### config.mk
export PLATFORM = sky130hd
export DESIGN_NAME = reg_scoreboard_flat
export DESIGN_NICKNAME = d
export VERILOG_FILES = /design/src/rtl/reg_scoreboard_pkg.sv /design/src/rtl/reg_scoreboard_if.sv /design/src/rtl/reg_scoreboard_sb_stage.sv /design/src/rtl/reg_scoreboard.sv /design/src/flat_wrapper.sv
export SDC_FILE = /design/constraint.sdc
export NUM_CORES = 1
export LEC_CHECK = 0
export BUFFER_PORTS_ARGS = -buffer_cell sky130_fd_sc_hd__buf_2
export CELL_PAD_IN_SITES_DETAIL_PLACEMENT = 1
export CELL_PAD_IN_SITES_GLOBAL_PLACEMENT = 1
export CORE_AREA = 2 2 52 54
export CTS_CLUSTER_SIZE = 20
export DETAILED_ROUTE_END_ITERATION = 10
export DIE_AREA = 0 0 54 56
export GPL_TIMING_DRIVEN = 0
export PLACE_DENSITY_LB_ADDON = 0.05
export SYNTH_ARGS = -nofsm -noshare
export SYNTH_HDL_FRONTEND = slang
export SYNTH_HIERARCHICAL = 1
export SYNTH_SLANG_ARGS = --single-unit
### constraint.sdc
create_clock -name clk -period 3.2 [get_ports clk]
set_clock_uncertainty 0.1 [all_clocks]
set_input_delay 0.48 -clock clk [delete_from_list [all_inputs] [get_ports clk]]
set_output_delay 0.48 -clock clk [all_outputs]
set_load 0.03 [all_outputs]
### src/rtl/reg_scoreboard_pkg.sv
// Shared pipeline types for the 8-register core.
// Entry layout is reused by the ID/EX and MEM/WB latches.
package reg_scoreboard_pkg;

  localparam int REG_SEL_W = 3;
  localparam int NUM_REGS  = 2 ** REG_SEL_W;

  typedef logic [REG_SEL_W-1:0] reg_sel_t;
  typedef logic [NUM_REGS-1:0]  reg_mask_t;

  typedef struct packed {
    logic     valid;
    reg_sel_t rd;
  } sb_entry_t;

  localparam int SB_ENTRY_W = $bits(sb_entry_t);

  localparam sb_entry_t SB_ENTRY_NONE = '0;

  function automatic reg_mask_t sel_onehot(
    input reg_sel_t s
  );
    reg_mask_t m;
    m    = '0;
    m[s] = 1'b1;
    return m;
  endfunction

  function automatic logic entry_hits(
    input sb_entry_t e,
    input reg_sel_t  s
  );
    return e.valid && (e.rd == s);
  endfunction

endpackage

### src/rtl/reg_scoreboard_if.sv
// Decode-side view of the hazard scoreboard.
// master = decode/front end, slave = scoreboard.
interface reg_scoreboard_if;
  import reg_scoreboard_pkg::*;

  logic      id_valid;
  reg_sel_t  id_rs1_sel;
  logic      id_rs1_used;
  reg_sel_t  id_rs2_sel;
  logic      id_rs2_used;
  reg_sel_t  id_rd_sel;
  logic      id_rd_wr;
  logic      flush;
  logic      stall_ext;

  logic      stall;
  logic      issue;
  reg_mask_t pend_mask;
  logic      wb_pend_valid;
  reg_sel_t  wb_pend_sel;

  modport master (
    output id_valid,
    output id_rs1_sel,
    output id_rs1_used,
    output id_rs2_sel,
    output id_rs2_used,
    output id_rd_sel,
    output id_rd_wr,
    output flush,
    output stall_ext,
    input  stall,
    input  issue,
    input  pend_mask,
    input  wb_pend_valid,
    input  wb_pend_sel
  );

  modport slave (
    input  id_valid,
    input  id_rs1_sel,
    input  id_rs1_used,
    input  id_rs2_sel,
    input  id_rs2_used,
    input  id_rd_sel,
    input  id_rd_wr,
    input  flush,
    input  stall_ext,
    output stall,
    output issue,
    output pend_mask,
    output wb_pend_valid,
    output wb_pend_sel
  );

endinterface

### src/rtl/reg_scoreboard_sb_stage.sv
// One scoreboard shadow entry {valid, rd}.
// Holds while disabled; exposes a one-hot of its destination.
module sb_stage
  import reg_scoreboard_pkg::*;
(
  input  logic      clk,
  input  logic      rst_n,
  input  logic      en,
  input  sb_entry_t d,
  output sb_entry_t q,
  output reg_mask_t onehot
);

  // entry register, frozen when the pipeline is frozen
  always_ff @(posedge clk or negedge rst_n) begin
    if (!rst_n) begin
      q <= SB_ENTRY_NONE;
    end else if (en) begin
      q <= d;
    end
  end

  // invalid entries contribute nothing to the pending mask
  always_comb begin
    onehot = '0;
    if (q.valid) begin
      onehot = sel_onehot(q.rd);
    end
  end

endmodule

### src/rtl/reg_scoreboard.sv
// Decode-stage RAW hazard scoreboard tracking EX/MEM/WB.
// WB producers are covered by the RF bypass and never stall.
module reg_scoreboard
  import reg_scoreboard_pkg::*;
(
  input  logic             clk,
  input  logic             rst_n,
  reg_scoreboard_if.slave  sb
);

  logic      en;
  sb_entry_t ex_d;
  sb_entry_t ex_q;
  sb_entry_t mem_q;
  sb_entry_t wb_q;
  reg_mask_t ex_oh;
  reg_mask_t mem_oh;
  reg_mask_t wb_oh;
  logic      rs1_hit;
  logic      rs2_hit;
  logic      hazard;
  logic      stall;
  logic      issue;

  assign en = ~sb.stall_ext;

  // only EX and MEM producers are compared; decode's own
  // rd is never compared against its own sources
  always_comb begin
    rs1_hit = sb.id_rs1_used
            & ( entry_hits(ex_q,  sb.id_rs1_sel)
              | entry_hits(mem_q, sb.id_rs1_sel));
    rs2_hit = sb.id_rs2_used
            & ( entry_hits(ex_q,  sb.id_rs2_sel)
              | entry_hits(mem_q, sb.id_rs2_sel));
    hazard  = sb.id_valid & (rs1_hit | rs2_hit);
  end

  // flush beats a hazard stall; a memory stall beats all
  always_comb begin
    stall = sb.stall_ext | (hazard & ~sb.flush);
    issue = sb.id_valid & ~stall & ~sb.flush;
  end

  // next EX entry; anything that does not issue is a bubble
  always_comb begin
    ex_d       = SB_ENTRY_NONE;
    ex_d.valid = issue & sb.id_rd_wr;
    ex_d.rd    = sb.id_rd_sel;
  end

  sb_stage u_ex (
    .clk    (clk),
    .rst_n  (rst_n),
    .en     (en),
    .d      (ex_d),
    .q      (ex_q),
    .onehot (ex_oh)
  );

  sb_stage u_mem (
    .clk    (clk),
    .rst_n  (rst_n),
    .en     (en),
    .d      (ex_q),
    .q      (mem_q),
    .onehot (mem_oh)
  );

  sb_stage u_wb (
    .clk    (clk),
    .rst_n  (rst_n),
    .en     (en),
    .d      (mem_q),
    .q      (wb_q),
    .onehot (wb_oh)
  );

  assign sb.stall         = stall;
  assign sb.issue         = issue;
  assign sb.pend_mask     = ex_oh | mem_oh | wb_oh;
  assign sb.wb_pend_valid = wb_q.valid;
  assign sb.wb_pend_sel   = wb_q.rd;

endmodule

### src/flat_wrapper.sv
// flat-port wrapper written by rule: the top's interface ports become plain ports
module reg_scoreboard_flat import reg_scoreboard_pkg::*;
  (clk, rst_n, sb_id_valid, sb_id_rs1_sel, sb_id_rs1_used, sb_id_rs2_sel, sb_id_rs2_used, sb_id_rd_sel, sb_id_rd_wr, sb_flush, sb_stall_ext, sb_stall, sb_issue, sb_pend_mask, sb_wb_pend_valid, sb_wb_pend_sel);
  reg_scoreboard_if sb_i ();
  input  logic clk;
  input  logic rst_n;
  input wire logic [$bits(sb_i.id_valid)-1:0] sb_id_valid;
  input wire logic [$bits(sb_i.id_rs1_sel)-1:0] sb_id_rs1_sel;
  input wire logic [$bits(sb_i.id_rs1_used)-1:0] sb_id_rs1_used;
  input wire logic [$bits(sb_i.id_rs2_sel)-1:0] sb_id_rs2_sel;
  input wire logic [$bits(sb_i.id_rs2_used)-1:0] sb_id_rs2_used;
  input wire logic [$bits(sb_i.id_rd_sel)-1:0] sb_id_rd_sel;
  input wire logic [$bits(sb_i.id_rd_wr)-1:0] sb_id_rd_wr;
  input wire logic [$bits(sb_i.flush)-1:0] sb_flush;
  input wire logic [$bits(sb_i.stall_ext)-1:0] sb_stall_ext;
  output wire logic [$bits(sb_i.stall)-1:0] sb_stall;
  output wire logic [$bits(sb_i.issue)-1:0] sb_issue;
  output wire logic [$bits(sb_i.pend_mask)-1:0] sb_pend_mask;
  output wire logic [$bits(sb_i.wb_pend_valid)-1:0] sb_wb_pend_valid;
  output wire logic [$bits(sb_i.wb_pend_sel)-1:0] sb_wb_pend_sel;
  assign sb_i.id_valid = sb_id_valid;
  assign sb_i.id_rs1_sel = sb_id_rs1_sel;
  assign sb_i.id_rs1_used = sb_id_rs1_used;
  assign sb_i.id_rs2_sel = sb_id_rs2_sel;
  assign sb_i.id_rs2_used = sb_id_rs2_used;
  assign sb_i.id_rd_sel = sb_id_rd_sel;
  assign sb_i.id_rd_wr = sb_id_rd_wr;
  assign sb_i.flush = sb_flush;
  assign sb_i.stall_ext = sb_stall_ext;
  assign sb_stall = sb_i.stall;
  assign sb_issue = sb_i.issue;
  assign sb_pend_mask = sb_i.pend_mask;
  assign sb_wb_pend_valid = sb_i.wb_pend_valid;
  assign sb_wb_pend_sel = sb_i.wb_pend_sel;
  reg_scoreboard u_core (.clk(clk), .rst_n(rst_n), .sb(sb_i));
endmodule
==> results_dict.tcl <==
set metrics [dict create \
    synthFlopType "dfrtp_1" \
    slowest_delay_ps 620 \
    grt.total_usage 0.175 \
    antenna_found_initial 0 \
    wl_um 2510 \
    fmax_mhz 416 \
    tightest_slew_ps 459 \
    hold_viol 0 \
    post_cts_buffers 0 \
    status "finished clean" \
    slew_headroom 0.694 \
    routed-via-count 851 \
    crit_required_ps 2620 \
    cts_num_sinks 12 \
    place_area_um2 1180 \
    crit_slowest_cell "dfrtp_1" \
    worstSetupPathType "flop to output pin" \
    nets 136 \
    syn_area_um2 991 \
    grt_first_pass_wirelength_um 3900 \
    synth_cells 83 \
    clock_latency_ps 270 \
    cts-hold-fix-buffers 1 \
    clockRootBuffer "clkbuf_4" \
    whs_ps 332 \
    cts_tree "built" \
    p_per_area_nw_per_um2 392 \
    dp.cells 143 \
    final_util 0.504 \
    cp-start-kind "flop" \
    crit_path_end_kind "output pin" \
    fp.dieW_um 54 \
    start_util 0.407 \
    first_iter_violations 3 \
    hold_path_class "input port to flop" \
    diodes 0 \
    syn_nets 100 \
    grt_max_degree 14 \
    grt_pass1_vias 804 \
    irDropWorstVdd_v 0.000274 \
    area_growth_pct 23.6 \
    final_cells 148 \
    p_leak_uw 0.000583 \
    yosysUniqueCellTypes 21 \
    post_cts_resized 0 \
    synth_edf_count 0 \
    setup_viol 0 \
    gp_congestion 0.783 \
    numPortBuffers 30 \
    worstPathCellList "xnor2_1 > nand4_2 > nand2_2 > a2111oi_2 > buf_2" \
    rsz0062_at_grt "no" \
    wire_per_inst_um 17.0 \
    n_fill_cell 270 \
    die_y_um 56 \
    drc 0 \
    fin_crit_sh 0.751 \
    ys_seq_area_frac 0.303 \
    setup-tns-final_ps 0 \
    critPathTopFamily "flip-flops" \
    cts_buffers 3 \
    stdcell_area_um2 1220 \
    crit_path_max_fanout 12 \
    dieArea_um2 3020 \
    ys_ff_latch 12 \
    coreArea_um2 2430 \
    htreeDepth 1 \
    yosysWarnings 6 \
    grt_overflow 0 \
    cap_violations 0 \
    ant_nets 0 \
    critical_path_buf_inv_count 1 \
    avgSynthCellArea_um2 11.9 \
    crit_arrival_ps 1820 \
    layout_min_cycle_time_ps 2400 \
    vias_per_cell 5.75 \
    ys_async_sr_fraction 1.00 \
    cts_buffer_depth 2 \
    ioPinCount 31 \
    report.final.slew_viol_count 0 \
    drt_first_pass_iters 4 \
    std_cell_rows 18 \
    path_clk_slew_ps 70 \
    drive_above_1_share 0.576 \
]
## cell usage in the layout, fill, tap and decap left out, types with 2 or more instances in the layout
cell | Yosys | routed
inv_1 | 2 | 2
and4b_2 | 9 | 9
and4bb_1 | 6 | 6
xnor2_1 | 12 | 12
buf_2 | 0 | 30
or3_1 | 8 | 8
dfrtp_1 | 12 | 12
clkbuf_4 | 0 | 3
and4bb_2 | 3 | 3
and4_2 | 3 | 3
nand4_2 | 2 | 2
nand4_1 | 2 | 2
nor4b_2 | 3 | 3
mux2_2 | 12 | 12
## through the flow
step / setup WS (ps) / total power, uW
global route: 660 / 505
finish: 798 / 480
floorplan: 1040 / 306
detailed placement: 1090 / 363
CTS: 764 / 487
global placement: 1100 / 359
## power by group
group	total, uW	internal [uW]	switching (uW)
clock	120	69.2	50.4
sequential	230	170	60.9
combinational	129	68.1	61.3
## layer usage
| layer | share of wire | global-route usage | up-vias | wire, um |
|---|---|---|---|---|
| met5 | 0 | 0 | - | 0 |
| met2 | 0.49 | 0.282 | 19 | 1230 |
| met4 | 0.016 | 0.0750 | 0 | 40 |
| met1 | 0.46 | 0.237 | 422 | 1170 |
| li1 | - | - | 405 | - |
| met3 | 0.029 | 0.00806 | 5 | 73 |
## final timing paths
check,from,endpoint,slack (ps),cells past startpoint
hold / removal,sb_id_rd_sel[1],u_core/u_ex/q[1]$_DFFE_PN0P_,330,2
min in group asynchronous,rst_n,u_core/u_ex/q[0]$_DFFE_PN0P_,510,2
setup reg to reg,u_core/u_mem/q[0]$_DFFE_PN0P_,u_core/u_ex/q[3]$_DFFE_PN0P_,1370,5
hold reg to reg,u_core/u_wb/q[3]$_DFFE_PN0P_,u_core/u_wb/q[3]$_DFFE_PN0P_,590,1
max in group asynchronous,rst_n,u_core/u_ex/q[1]$_DFFE_PN0P_,2290,2
setup / recovery,u_core/u_mem/q[0]$_DFFE_PN0P_,sb_issue,800,5
## sequential cells by signal (all words and copies together) (netlist names)
signal,count
u_core/u_wb/q,4
u_core/u_mem/q,4
u_core/u_ex/q,4
## cell families (layout without fill, tap and decap cells)
kind of cell    count (synthesis)  in the layout  synth area share
simple gates                   40             40             0.402
mux                            12             12             0.136
flops                          12             12             0.303
xor+xnor                       12             12             0.106
compound gates                  5              5            0.0455
buf+inv                         2             37           0.00758
## Yosys cell counts, types with 2 or more instances
cell type	n	share of area
and4_2	3	0.030
and4b_2	9	0.10
and4bb_1	6	0.076
and4bb_2	3	0.038
dfrtp_1	12	0.30
inv_1	2	0.0076
mux2_2	12	0.14
nand4_1	2	0.013
nand4_2	2	0.025
nor4b_2	3	0.045
or3_1	8	0.051
xnor2_1	12	0.11
## layout make-up
class                   instances  area, um2  area share
clock buffers                   4       36.3      0.0296
inverters                       2       7.51     0.00613
multi-input cells              69        683       0.558
flip-flops and latches         12        300       0.245
well taps                      30       37.5      0.0306
repair buffers                 31        160       0.131
No activity file was read; power rests on OpenSTA's default activity.
